$ cat src/rtl/compressor.sv
// compressor
//
// Zero-run bit-packing encoder. Each DATA_W-bit input element becomes a
// 1-bit '0' code when it is zero, or a '1' flag followed by the element
// value otherwise. Codes are packed MSB-first into 64-bit words (bit 63 is
// the first bit of the stream). A flush drains the final partial word,
// zero-padded, with out_nbits giving its valid bit count.
//
// Ports:
//   clk        rising-edge clock
//   rst        asynchronous active-low reset
//   in_valid   in_data holds an element
//   in_data    element value (DATA_W bits, the element width n)
//   in_ready   element accepted when in_valid && in_ready
//   flush      end-of-stream request, sampled only when in_ready
//   out_valid  out_data holds a packed word
//   out_data   packed 64-bit word, MSB first
//   out_ready  word consumed when out_valid && out_ready
//   out_last   current word is the final word of the stream
//   out_nbits  valid bits in the current word (64, or 1..63 when out_last)
//   done       one-cycle pulse when a flush has completed
module compressor #(
  parameter int DATA_W = 16
) (
  input  logic              clk,
  input  logic              rst,
  input  logic              in_valid,
  input  logic [DATA_W-1:0] in_data,
  output logic              in_ready,
  input  logic              flush,
  output logic              out_valid,
  output logic [63:0]       out_data,
  input  logic              out_ready,
  output logic              out_last,
  output logic [6:0]        out_nbits,
  output logic              done
);

  localparam int CODE_W = DATA_W + 1;
  localparam int ACC_W  = 64 + CODE_W;

  typedef enum logic [1:0] {RUN, FLUSH, LAST, DONE} state_t;

  state_t             state_q;
  state_t             state_d;
  logic [ACC_W-1:0]   acc_q;
  logic [6:0]         fill_q;
  logic               accept;
  logic               out_free;
  logic               do_emit;
  logic               do_last;
  logic               do_finish;

  // Place a nonzero element's {1, value} code starting pos bits below the
  // accumulator MSB. Bits under the fill point are always zero, so an OR
  // is enough to append.
  function automatic logic [ACC_W-1:0] place_code(input logic [DATA_W-1:0] d,
                                                  input logic [6:0]        pos);
    logic [ACC_W-1:0] code;
    code = {1'b1, d, 64'd0};
    return code >> pos;
  endfunction

  // in_ready depends only on registered state, so an accept (fill < 64)
  // and an emit (fill >= 64) can never coincide.
  assign in_ready = (state_q == RUN) && (fill_q < 7'd64);
  assign accept   = in_valid && in_ready;
  assign out_free = !out_valid || out_ready;

  always_ff @(posedge clk or negedge rst) begin
    if (!rst) begin
      state_q <= RUN;
    end else begin
      state_q <= state_d;
    end
  end

  always_comb begin
    state_d   = state_q;
    do_emit   = 1'b0;
    do_last   = 1'b0;
    do_finish = 1'b0;
    case (state_q)
      RUN: begin
        do_emit = (fill_q >= 7'd64) && out_free;
        if (in_ready && flush) begin
          state_d = FLUSH;
        end
      end
      FLUSH: begin
        if (fill_q >= 7'd64) begin
          do_emit = out_free;
        end else if (fill_q != 7'd0) begin
          state_d = LAST;
        end else begin
          state_d = DONE;
        end
      end
      LAST: begin
        if (out_free) begin
          do_last = 1'b1;
          state_d = DONE;
        end
      end
      DONE: begin
        // Hold off the done pulse until the final word has left.
        if (out_free) begin
          do_finish = 1'b1;
          state_d   = RUN;
        end
      end
      default: state_d = RUN;
    endcase
  end

  // Stage boundary: accumulator append/shift and output word register.
  always_ff @(posedge clk or negedge rst) begin
    if (!rst) begin
      acc_q     <= '0;
      fill_q    <= '0;
      out_valid <= 1'b0;
      out_data  <= '0;
      out_last  <= 1'b0;
      out_nbits <= '0;
      done      <= 1'b0;
    end else begin
      done <= do_finish;

      if (accept) begin
        if (in_data != '0) begin
          acc_q  <= acc_q | place_code(in_data, fill_q);
          fill_q <= fill_q + 7'(CODE_W);
        end else begin
          fill_q <= fill_q + 7'd1;
        end
      end else if (do_emit) begin
        acc_q  <= acc_q << 64;
        fill_q <= fill_q - 7'd64;
      end else if (do_last) begin
        fill_q <= '0;
      end else if (do_finish) begin
        acc_q <= '0;
      end

      if (do_emit) begin
        out_valid <= 1'b1;
        out_data  <= acc_q[ACC_W-1 -: 64];
        out_nbits <= 7'd64;
        out_last  <= 1'b0;
      end else if (do_last) begin
        out_valid <= 1'b1;
        out_data  <= acc_q[ACC_W-1 -: 64];
        out_nbits <= fill_q;
        out_last  <= 1'b1;
      end else if (out_ready) begin
        out_valid <= 1'b0;
      end
    end
  end

endmodule
$ cat config.mk
export PLATFORM = sky130hd
export DESIGN_NAME = compressor
export DESIGN_NICKNAME = d
export VERILOG_FILES = /design/src/rtl/compressor.sv
export SDC_FILE = /design/constraint.sdc
export NUM_CORES = 1
export LEC_CHECK = 0
export ABC_AREA = 0
export BUFFER_PORTS_ARGS = -buffer_cell sky130_fd_sc_hd__buf_4
export CORE_ASPECT_RATIO = 2
export CORE_MARGIN = 4
export CORE_UTILIZATION = 35
export DETAILED_ROUTE_END_ITERATION = 10
export SETUP_SLACK_MARGIN = 0.5
export SLEW_MARGIN = 20
export SYNTH_ARGS = -nofsm -noshare
export SYNTH_HDL_FRONTEND = slang
export SYNTH_SLANG_ARGS = --single-unit
$ cat constraint.sdc
create_clock -name clk -period 2.15 [get_ports clk]
set_input_delay 0.215 -clock clk [delete_from_list [all_inputs] [get_ports clk]]
set_output_delay 0.215 -clock clk [all_outputs]
set_load 0.01 [all_outputs]
Word-level counts from Yosys, hierarchy flattened
Cells that the tools add are included.

word-level totals
  flip-flop bits (word level) = 164
  latch bits = 0
  RAM bits = 0
  memory bits (read-only) = 0
  bits of input ports = 21
  word-level logic and storage cells = 68
  memories = 0

operators by class
  $add $sub $neg = 3
  multipliers = 0
  divide/modulo/power cells = 0
  $lt $le $gt $ge = 2
  eq/ne operators = 9
  shifts and indexed selects = 1
  multiplexer cells = 29
  bitwise logic cells = 1
  reduce and logical (&&, ||, !) cells = 15

operators with widths
  kind                                                             count
  81-bit two-way mux                                               5
  64-bit two-way mux                                               2
  81-bit OR                                                        1
  81-bit by 7-bit >> shifter with 81-bit output                    1
  7-bit two-way mux                                                6
  16-bit nonzero test                                              1
  1-bit two-way mux                                                10
  3-bit nonzero test                                               3
  2-bit two-way mux                                                4
  2-bit one-hot mux with 4 select lines                            1
  7-bit by 1-bit adder with 7-bit output, second input constant    1
  7-bit by 5-bit adder with 7-bit output, second input constant    1
  7-bit >= comparator, second input constant                       1
  7-bit less-than comparator, second input constant                1
  7-bit nonzero test                                               1
  7-bit subtractor, second input constant                          1
  2-bit != test, second input constant                             3
  2-bit == test, second input constant                             2
  1-bit logical AND                                                4
  2-bit by 1-bit != test with 1-bit output, second input constant  2
  4-bit AND reduction                                              1
  3-bit != test, second input constant                             1
  3-bit AND reduction                                              1
  2-bit by 1-bit == test with 1-bit output, second input constant  1
  other kinds (5)                                                  5

Logic depth before layout (Yosys ltp)
Gate-level depths: netlist of run 1.

  word-level depth = 8
  mapped depth = 9
  mapped depth without buffers = 7

Worst setup path after synthesis of run 1
Ideal clock, no wire load.

  kind = flip-flop to flip-flop
  start point = reg state_q[0]
  end point = reg acc_q[42]
  setup time = 68 ps
  arrival = 2074 ps
  path slack = 8 ps
  stages on the path, launching flop included = 9
  clock period less this slack = 2142 ps
  cells stage by stage = dfrtp_1 inv_1 ha_1 nor2b_1 nand2_1 clkbuf_1 nor4_2 a32oi_1 nand2_1

between the ends
  longest elaborated chain between the ends = 5

ends and longest elaborated chain
  item                                                   line  source
  start, declared                                        44    state_t state_q;
  start signal, assigned                                 74    state_q <= state_d;
  2-bit zero test (*)                                    66    assign in_ready = (state_q == RUN) && (fill_q < 7'd64);
  1-bit logical AND (*)                                  66
  via in_ready                                           29    output logic in_ready,
  1-bit logical AND (*)                                  67    assign accept = in_valid && in_ready;
  3-bit != test (no line), or another cell as far along  n/a
  3-bit AND reduction (no line)                          n/a
  end signal, assigned                                   131   acc_q <= acc_q | place_code(in_data, fill_q);
  end signal, assigned                                   137   acc_q <= acc_q << 64;
  end, declared                                          46    logic [ACC_W-1:0] acc_q;

The timed path passes the listed nets; every way through them passes the cells marked *.
A chain may end at the register's enable or synchronous reset.

Worst setup path in the final report of run 1
  start point = reg fill_q[0]
  end point = reg acc_q[58]

between the ends
  longest elaborated chain between the ends = 5

ends and longest elaborated chain
  item                                                                               line        source
  start, declared                                                                    47          logic [6:0] fill_q;
  start signal, assigned                                                             132         fill_q <= fill_q + 7'(CODE_W);
  start signal, assigned                                                             134         fill_q <= fill_q + 7'd1;
  start signal, assigned                                                             138         fill_q <= fill_q - 7'd64;
  7-bit >= comparator / 7-bit less-than comparator (equally long branches)           85, 91, 66
  1-bit two-way mux, or another cell as far along                                    91          if (fill_q >= 7'd64) begin
  1-bit one-hot mux with 2 select lines / 1-bit logical AND (equally long branches)  83, 67
  3-bit != test (no line), or another cell as far along                              n/a
  3-bit AND reduction (no line) / 81-bit two-way mux (equally long branches)         n/a

Several ways; a longest one is shown, not always the timed one. The select of a mux whose other input is x is not followed.

==> results of run 1 <==
[state kept, by name, indices dropped and copies added, names as in the netlist]
name / count
out_nbits: 7
out_data: 64
acc_q: 81
state_q: 2
fill_q: 7
out_last: 1
done: 1
out_valid: 1
[logic make-up after synthesis]
kind of cell               after synthesis
AOI/OAI and AO/OA                      193
xor gates and xnor gates                 4
adders and majority gates                8
buffers and inverters                   72
DFF                                    164
muxes                                  103
and+or+nand+nor                        215
[synthesized netlist by cell type (9+ instances only)]
library cell | instances | area (um2)
buf_2 | 15 | 75.07
a22o_1 | 11 | 96.34
inv_1 | 21 | 78.83
a22oi_1 | 21 | 157.7
a211oi_1 | 14 | 105.1
mux2i_1 | 25 | 250.2
clkbuf_1 | 23 | 86.33
mux2_2 | 50 | 563.0
nand2_1 | 100 | 375.4
mux4_2 | 11 | 247.7
dfrtp_1 | 164 | 4104
nor3_1 | 9 | 45.04
a221oi_1 | 9 | 78.83
nor2_1 | 47 | 176.4
nand3_1 | 17 | 85.08
a21oi_1 | 29 | 145.1
o21ai_0 | 51 | 255.2
[metal layers]
metal / up-vias / part of all wire / track usage
li1: 3244 / - / -
met1: 3647 / 0.36 / 0.2482
met5: - / 0 / 0
met3: 98 / 0.045 / 0.03628
met2: 295 / 0.52 / 0.3829
met4: 0 / 0.077 / 0.1607
[where the power goes]
part | switching [mW] | internal [mW] | total (mW)
Clock | 1.31 | 2.01 | 3.32
Combinational | 5.22 | 5.69 | 10.9
Sequential | 0.710 | 4.04 | 4.74
Total | 7.25 | 11.7 | 19.0
[what timing repair did]
item                       CTS  global route
hold endpoints to repair    44             0
hold buffers                 1             0
setup buffers               46            17
setup endpoints to repair  158           163
gates resized for setup    108           132
cloned                      12             3
pin swaps                   24            40
[how the worst min path moves through the flow]
stage / start / endpoint / slack (ns)
after floorplan: rst / acc_q[0] / -0.08
after global placement: rst / out_data[61] / 0.19
after detailed placement: rst / out_data[61] / 0.19
after CTS: out_ready / out_valid / 0.21
after global routing: out_ready / out_valid / 0.16
final: out_ready / out_valid / 0.16
[through the flow]
step                total power, mW  setup TNS [ns]  area, um2    util
finish                        18.98               0      12730  0.5480
CTS                           17.83               0      12040  0.5183
floorplan                     9.621               0       8915       -
global route                  19.83         -0.2686      12730  0.5480
detailed placement            12.33               0      10220  0.4398
global placement              12.21               0      10220  0.4398
[worst register-to-register path: stages, from the launching register on]
cell     delay, ns
dfrtp_2       0.43
buf_12        0.16
mux4_2        0.53
mux2_4        0.33
mux2_4        0.29
a22oi_2       0.18
o21ai_1       0.10
[layout make-up]
class	count	area share
well taps	283	0.02782
clock inverters	11	0.01376
flip-flops and latches	164	0.3229
multi-input cells	524	0.3930
clock buffers	20	0.03588
repair buffers	241	0.1984
inverters	24	0.008257
==> flow_metrics.tcl, run 1 <==
set metrics [dict create \
    tightest_slew_ns 0.5278 \
    cts_sinks 164 \
    cp_data_arrival_time_ns 2.44 \
    yosysWarnings 0 \
    cts_max_path_buffers 2 \
    fp.dieW_um 116.7 \
    postSynthNetCount 788 \
    synth_flop_cell "dfrtp_1" \
    synthArstFlopShare 1.000 \
    io_pins 96 \
    netlist_area_mm2 0.008267 \
    dr.pass1.iters 5 \
    synth_edf_count 0 \
    endpoint_kind "flip-flop" \
    hold_depth 3 \
    drtIter0Drc 522 \
    placedCellCount 1157 \
    powerDensity_mw_per_mm2 1491 \
    coreArea_mm2 0.02323 \
    finalNetCount 1001 \
    hold_ws_ns 0.1560 \
    overflow 0 \
    hpwlAfterDp_um 19330 \
    via_per_inst 5.749 \
    netlist_instances 759 \
    gp_congestion 0.9303 \
    avgSynthCellArea_um2 10.89 \
    critPathKind "reg -> reg" \
    status "complete, no violations" \
    r2r_setup_slack_ns 0.02 \
    crit_top_cell "mux2_4" \
    grt_pass1_vias 7546 \
    maxCapViolCount 0 \
    multi_input_area_mm2 0.005002 \
    reg2reg_from "fill_q[0]" \
    vdd.ir_drop.worst_v 0.0009302 \
    grt_pass1_wl_um 44270 \
    synth-compound-area-share 0.1618 \
    crit_start "fill_q[0]" \
    fin_ws_ns 0.01706 \
    drc 0 \
    period_share 0.9921 \
    crit_family "multiplexers" \
    power.static_leakage_nw 5.711 \
    seq_area_frac_synth 0.4964 \
    timing.rr.end "acc_q[58]" \
    setup-violations-final 0 \
    synth_xor_area_frac 0.004238 \
    drt-total-wl_um 29620 \
    fin_skew_ns 0.02186 \
    synth_mux_area_frac 0.1688 \
    final_common_cell "buf_4" \
    path_cells "buf_12 > mux4_2 > mux2_4 > mux2_4 > a22oi_2 > o21ai_1" \
    vias 7284 \
    worstSetupEndpoint "acc_q[58]" \
    maxSlewHeadroom 0.6468 \
    wl_per_cell_um 23.38 \
    num_rows 79 \
    grt_usage 0.2248 \
    ys_types 71 \
    preCtsSetupSlack_ns 0.01506 \
    layout_common_cells "buf_4, dfrtp_1, nand2_1, mux2_4, nor2_1" \
    die_h_um 225.3 \
    drv_slew 0 \
    clk_pin_slew_ns 0.08 \
    timing.final.crit_period_ns 2.133 \
    max_freq_mhz 468.8 \
    final_layout_size_suffix_gt1_frac 0.5264 \
    n_antenna_cell 0 \
    crit_slowest_cell "mux4_2" \
    fill_cells 1908 \
    reg2reg_depth 6 \
    worstPathMaxFanout 10 \
    worst-path-stages 6 \
    h-tree-depth 4 \
    die_area_mm2 0.02629 \
    synth_fa_ha_area_frac 0.01211 \
    numCtsBuffers 17 \
    clk_latency_ns 0.44 \
    initial_core_util 0.3559 \
    area_growth_pct 53.97 \
    antenna_found_initial 0 \
    cts_root_buf "clkbuf_16" \
    setup.worst_path.start_class "flip-flop" \
    ant_nets 0 \
    layoutNonFillerInstCount 1267 \
    grt_setup_unrepaired "yes" \
    ys_ff_latch 164 \
    required_ns 2.46 \
    min_path_type "in -> reg" \
    worst-path-buf-inv 1 \
    crit_path_max_incr_delay_ns 0.52 \
    synth_top_family_by_area "multiplexers" \
    grt_max_degree 56 \
    cts_tree "done" \
    synth_simple_gate_area_frac 0.1170 \
    hold_viol_final 0 \
    regArea_mm2 0.004110 \
    io_buffers 95 \
]
Power figures use the tool's default switching activity.
==> run 2: changes to the inputs <==
--- a/config.mk
+++ b/config.mk
@@ -11,6 +11,7 @@
 export CORE_MARGIN = 4
 export CORE_UTILIZATION = 35
 export DETAILED_ROUTE_END_ITERATION = 10
+export PLACE_DENSITY = 0.52
 export SETUP_SLACK_MARGIN = 0.5
 export SLEW_MARGIN = 20
 export SYNTH_ARGS = -nofsm -noshare
==> flow_metrics.tcl, run 2 (same netlist as run 1, synthesis figures left out) <==
set metrics [dict create \
    powerDensity_mw_per_mm2 1511 \
    grt_pass1_wl_um 46090 \
    largest_reg_flops 81 \
    coreArea_mm2 0.02323 \
    final_layout_size_suffix_gt1_frac 0.5720 \
    layoutNonFillerInstCount 1283 \
    hpwlAfterDp_um 21630 \
    setup.worst_path.start_class "flip-flop" \
    timing.final.crit_period_ns 2.125 \
    cts_max_path_buffers 2 \
    met1_usage 0.2563 \
    numCtsBuffers 17 \
    finalNetCount 1016 \
    crit_path_max_incr_delay_ns 0.56 \
    dr.pass1.iters 5 \
    setup-violations-final 0 \
    n_antenna_cell 0 \
    cp_data_arrival_time_ns 2.44 \
    path_cells "buf_12 > mux4_2 > mux2_4 > mux2_4 > a22oi_2 > o21ai_1" \
    met3_usage 0.03547 \
    status "complete, no violations" \
    grt_use_met2 0.4182 \
    grt_usage 0.2369 \
    drtIter0Drc 401 \
    overflow 0 \
    hold_ws_ns 0.1501 \
    reg_top3 "acc_q x81, out_data x64" \
    layout_common_cells "buf_4, dfrtp_1, nand2_1, mux2_4, buf_6" \
    fill_cells 1931 \
    die_area_mm2 0.02629 \
    die_h_um 225.3 \
    worstPathMaxFanout 12 \
    crit_family "multiplexers" \
    power.static_leakage_nw 5.785 \
    drv_slew 0 \
    fin_skew_ns 0.01070 \
    reg2reg_depth 6 \
    grt_setup_unrepaired "yes" \
    grt_max_degree 105 \
    io_buffers 95 \
    critPathKind "reg -> reg" \
    clk_latency_ns 0.44 \
    wl_per_cell_um 23.84 \
    largest-register "acc_q" \
    initial_core_util 0.3559 \
    worst-path-buf-inv 1 \
    via_per_inst 5.619 \
    tightest_slew_ns 0.5787 \
    vias 7209 \
    grt.busiest_layer "met2" \
    maxSlewHeadroom 0.6142 \
    max_freq_mhz 470.6 \
    period_share 0.9883 \
    antenna_found_initial 0 \
    reg2reg_from "fill_q[0]" \
    final_common_cell "buf_4" \
    timing.rr.end "acc_q[26]" \
    fp.dieW_um 116.7 \
    drt-total-wl_um 30590 \
    vdd.ir_drop.worst_v 0.001097 \
    clk_pin_slew_ns 0.07 \
    endpoint_kind "flip-flop" \
    cts_tree "done" \
    h-tree-depth 4 \
    crit_top_cell "mux2_4" \
    cts_sinks 164 \
    placedCellCount 1168 \
    area_growth_pct 58.71 \
    hold_viol_final 0 \
    min_path_type "in -> async" \
    gp_congestion 0.9299 \
    io_pins 96 \
    grt_pass1_vias 7662 \
    num_rows 79 \
    drc 0 \
    required_ns 2.47 \
    r2r_setup_slack_ns 0.03 \
    cts_root_buf "clkbuf_16" \
    maxCapViolCount 0 \
    ant_nets 0 \
    crit_slowest_cell "mux4_2" \
]
## run 2: worst max-delay path by stage
| stage | start | endpoint | slack, ns | depth (start not counted) |
|---|---|---|---|---|
| 6_report | fill_q[0] | acc_q[26] | 0.03 | 6 |
| 5_1_grt | fill_q[0] | acc_q[49] | -0.009 | 7 |
| 4_1_cts | fill_q[0] | acc_q[26] | 0.04 | 6 |
| 3_5_place_dp | fill_q[2] | acc_q[64] | -0.08 | 7 |
| 3_3_place_gp | fill_q[0] | acc_q[64] | -0.04 | 7 |
| 2_1_floorplan | fill_q[0] | acc_q[26] | 0.16 | 6 |
## run 2: layout make-up
type | count | area [um2] | share of cell area
Sequential cell | 164 | 4108 | 0.3131
Inverter | 24 | 97.59 | 0.007438
Tap cell | 283 | 354.1 | 0.02699
Clock buffer | 20 | 436.7 | 0.03328
Timing Repair Buffer | 256 | 2678 | 0.2041
Clock inverter | 12 | 180.2 | 0.01373
Multi-Input combinational cell | 524 | 5266 | 0.4014
## run 2: power breakdown
part / switching, mW / internal (mW) / total [mW]
combinational: 5.58 / 6.24 / 11.8
sequential: 0.729 / 4.03 / 4.76
clock: 1.29 / 1.95 / 3.24
total: 7.60 / 12.2 / 19.8
## run 2: per-layer routing
metal	vias to the layer above	wire [um]
met5	-	0
met4	0	1982
met3	64	1142
met2	234	16760
met1	3637	10700
li1	3274	-
## run 2: repair_timing
item | 4_1_cts | 5_1_grt
pin swaps | 30 | 40
endpoints found under the hold margin | 164 | 0
setup buffers | 43 | 25
gates cloned | 13 | 1
endpoints found under the setup margin | 156 | 157
hold buffers | 1 | 0
resized for setup | 139 | 161
## run 2: through the flow
stage	utilization	area, um2	power [mW]	TNS (ns)	setup WS [ns]
2_1_floorplan	-	8915	9.621	0	0.1592
3_3_place_gp	0.4444	10320	12.74	-0.05004	-0.04296
3_5_place_dp	0.4444	10320	12.89	-0.1974	-0.08225
4_1_cts	0.5265	12230	18.57	0	0.04097
5_1_grt	0.5648	13120	20.80	-0.01500	-0.008890
6_report	0.5648	13120	19.82	0	0.02506
==> run 3: changes to the inputs <==
--- a/config.mk
+++ b/config.mk
@@ -6,12 +6,13 @@
 export NUM_CORES = 1
 export LEC_CHECK = 0
 export ABC_AREA = 0
-export BUFFER_PORTS_ARGS = -buffer_cell sky130_fd_sc_hd__buf_4
+export CAP_MARGIN = 20
 export CORE_ASPECT_RATIO = 2
 export CORE_MARGIN = 4
 export CORE_UTILIZATION = 35
 export DETAILED_ROUTE_END_ITERATION = 10
-export PLACE_DENSITY = 0.52
+export DONT_BUFFER_PORTS = 1
+export PLACE_DENSITY = 0.49
 export SETUP_SLACK_MARGIN = 0.5
 export SLEW_MARGIN = 20
 export SYNTH_ARGS = -nofsm -noshare
==> flow_metrics.tcl, run 3 (same netlist as run 1, synthesis figures left out) <==
set metrics [dict create \
    setup-violations-final 0 \
    fin_skew_ns 0.01406 \
    drv_slew 0 \
    die_h_um 225.3 \
    clk_pin_slew_ns 0.07 \
    io_pins 96 \
    initial_core_util 0.3559 \
    grt_use_met2 0.4230 \
    violations "negative hold slack" \
    wl_per_cell_um 26.33 \
    setup.worst_path.start_class "flip-flop" \
    status "finished with violations" \
    endpoint_kind "flip-flop" \
    dr.pass1.iters 5 \
    grt_max_degree 165 \
    reg2reg_from "fill_q[2]" \
    largest_reg_flops 81 \
    ant_nets 0 \
    drc 0 \
    antenna_found_initial 0 \
    required_ns 2.47 \
    cts_max_path_buffers 2 \
    gp_congestion 0.9200 \
    vdd.ir_drop.worst_v 0.001064 \
    tightest_slew_ns 0.5817 \
    fp.dieW_um 116.7 \
    largest-register "acc_q" \
    layout_common_cells "dfrtp_1, buf_4, nand2_1, mux2_4, nor2_1" \
    final_layout_size_suffix_gt1_frac 0.5022 \
    hold_viol_final 164 \
    grt.busiest_layer "met2" \
    powerDensity_mw_per_mm2 1546 \
    area_growth_pct 48.12 \
    hpwlAfterDp_um 21410 \
    crit_family "simple AND/OR/NAND/NOR gates" \
    crit_slowest_cell "dfrtp_2" \
    grt_setup_unrepaired "yes" \
    num_rows 79 \
    via_per_inst 5.792 \
    coreArea_mm2 0.02323 \
    crit_path_max_incr_delay_ns 0.48 \
    holdBufCountCts 1 \
    n_antenna_cell 0 \
    cts_tree "done" \
    numCtsBuffers 17 \
    io_buffers 0 \
    path_cells "buf_6 > clkbuf_16 > nor3b_1 > a211oi_2 > nor2_1 > a211oi_1 > a221o_1" \
    cp_data_arrival_time_ns 2.44 \
    die_area_mm2 0.02629 \
    maxSlewHeadroom 0.6108 \
    grt_pass1_vias 7330 \
    cts_root_buf "clkbuf_16" \
    hold_ws_ns -0.5355 \
    worst-path-buf-inv 2 \
    cts_sinks 164 \
    overflow 0 \
    drt-total-wl_um 31150 \
    critPathKind "reg -> reg" \
    reg_top3 "acc_q x81, out_data x64" \
    crit_start "fill_q[2]" \
    post-route-util 0.5271 \
    worstPathMaxFanout 5 \
    max_freq_mhz 471.8 \
    met1_usage 0.2553 \
    final_common_cell "dfrtp_1" \
    timing.final.crit_period_ns 2.119 \
    grt_usage 0.2400 \
    vias 6852 \
    grt_pass1_wl_um 45930 \
    power.static_leakage_nw 5.249 \
    maxCapViolCount 0 \
    h-tree-depth 4 \
    p_total_mw 18.93 \
    finalNetCount 916 \
    min_path_type "in -> async" \
    period_share 0.9858 \
    drtIter0Drc 417 \
    clk_latency_ns 0.44 \
    met3_usage 0.04757 \
]
-- run 3: changes by cell type in the layout (fill, tap and decap cells not counted), sizes merged --
cell and delta:
buf -100, clkinv +4, clkinvlp -4, and2 -1, clkbuf +1
-- run 3: cell type report --
type,count,area (um2)
fillers,1978,10980
multi-input cells,523,5070
flip-flops and latches,164,4110
repair buffers,157,1992
clock buffers,20,436.7
well taps,283,354.1
clock inverters,12,177.7
inverters,24,103.9
-- run 3: repair_timing --
| item | 4_1_cts | 5_1_grt |
|---|---|---|
| endpoints found under the hold margin | 165 | 164 |
| resized for setup | 144 | 110 |
| setup endpoints to repair | 151 | 157 |
| cloned | 16 | 2 |
| buffers inserted | 45 | 9 |
| pin swaps | 22 | 40 |
-- run 3: per-stage QoR --
stage          setup TNS, ns  worst slack [ns]  hold WS [ns]  instances  instance area [um2]
2_1_floorplan              0            0.1592      -0.08059        759                 8915
3_3_place_gp         -0.2922           -0.1315      -0.07315       1078                 9607
3_5_place_dp         -0.4006           -0.1457      -0.07553       1078                 9607
4_1_cts                    0           0.03223       -0.5684       1172                11690
5_1_grt              -0.1175          -0.02820       -0.5600       1183                12240
6_report                   0           0.03060       -0.5355       1183                12240
-- run 3: worst paths after layout --
check                                  to  slack (ns)  depth (start not counted)
worst max-delay path            acc_q[35]        0.03                          7
max in group asynchronous       acc_q[39]        2.46                          0
worst min-delay path            acc_q[77]       -0.54                          0
min in group clk                fill_q[4]        0.15                          3
worst max register to register  acc_q[35]        0.03                          7
worst min register to register  acc_q[48]        0.48                          2
-- run 3: where the power goes --
| part | leakage (nW) | internal (mW) | switching [mW] |
|---|---|---|---|
| combinational | 2.74 | 5.60 | 4.98 |
| sequential | 2.21 | 4.03 | 1.08 |
| clock | 0.299 | 1.95 | 1.30 |
-- run 3: layer usage --
layer	wire [um]	vias up
li1	-	3075
met2	16890	219
met1	10930	3486
met3	1246	72
met5	0	-
met4	2089	0
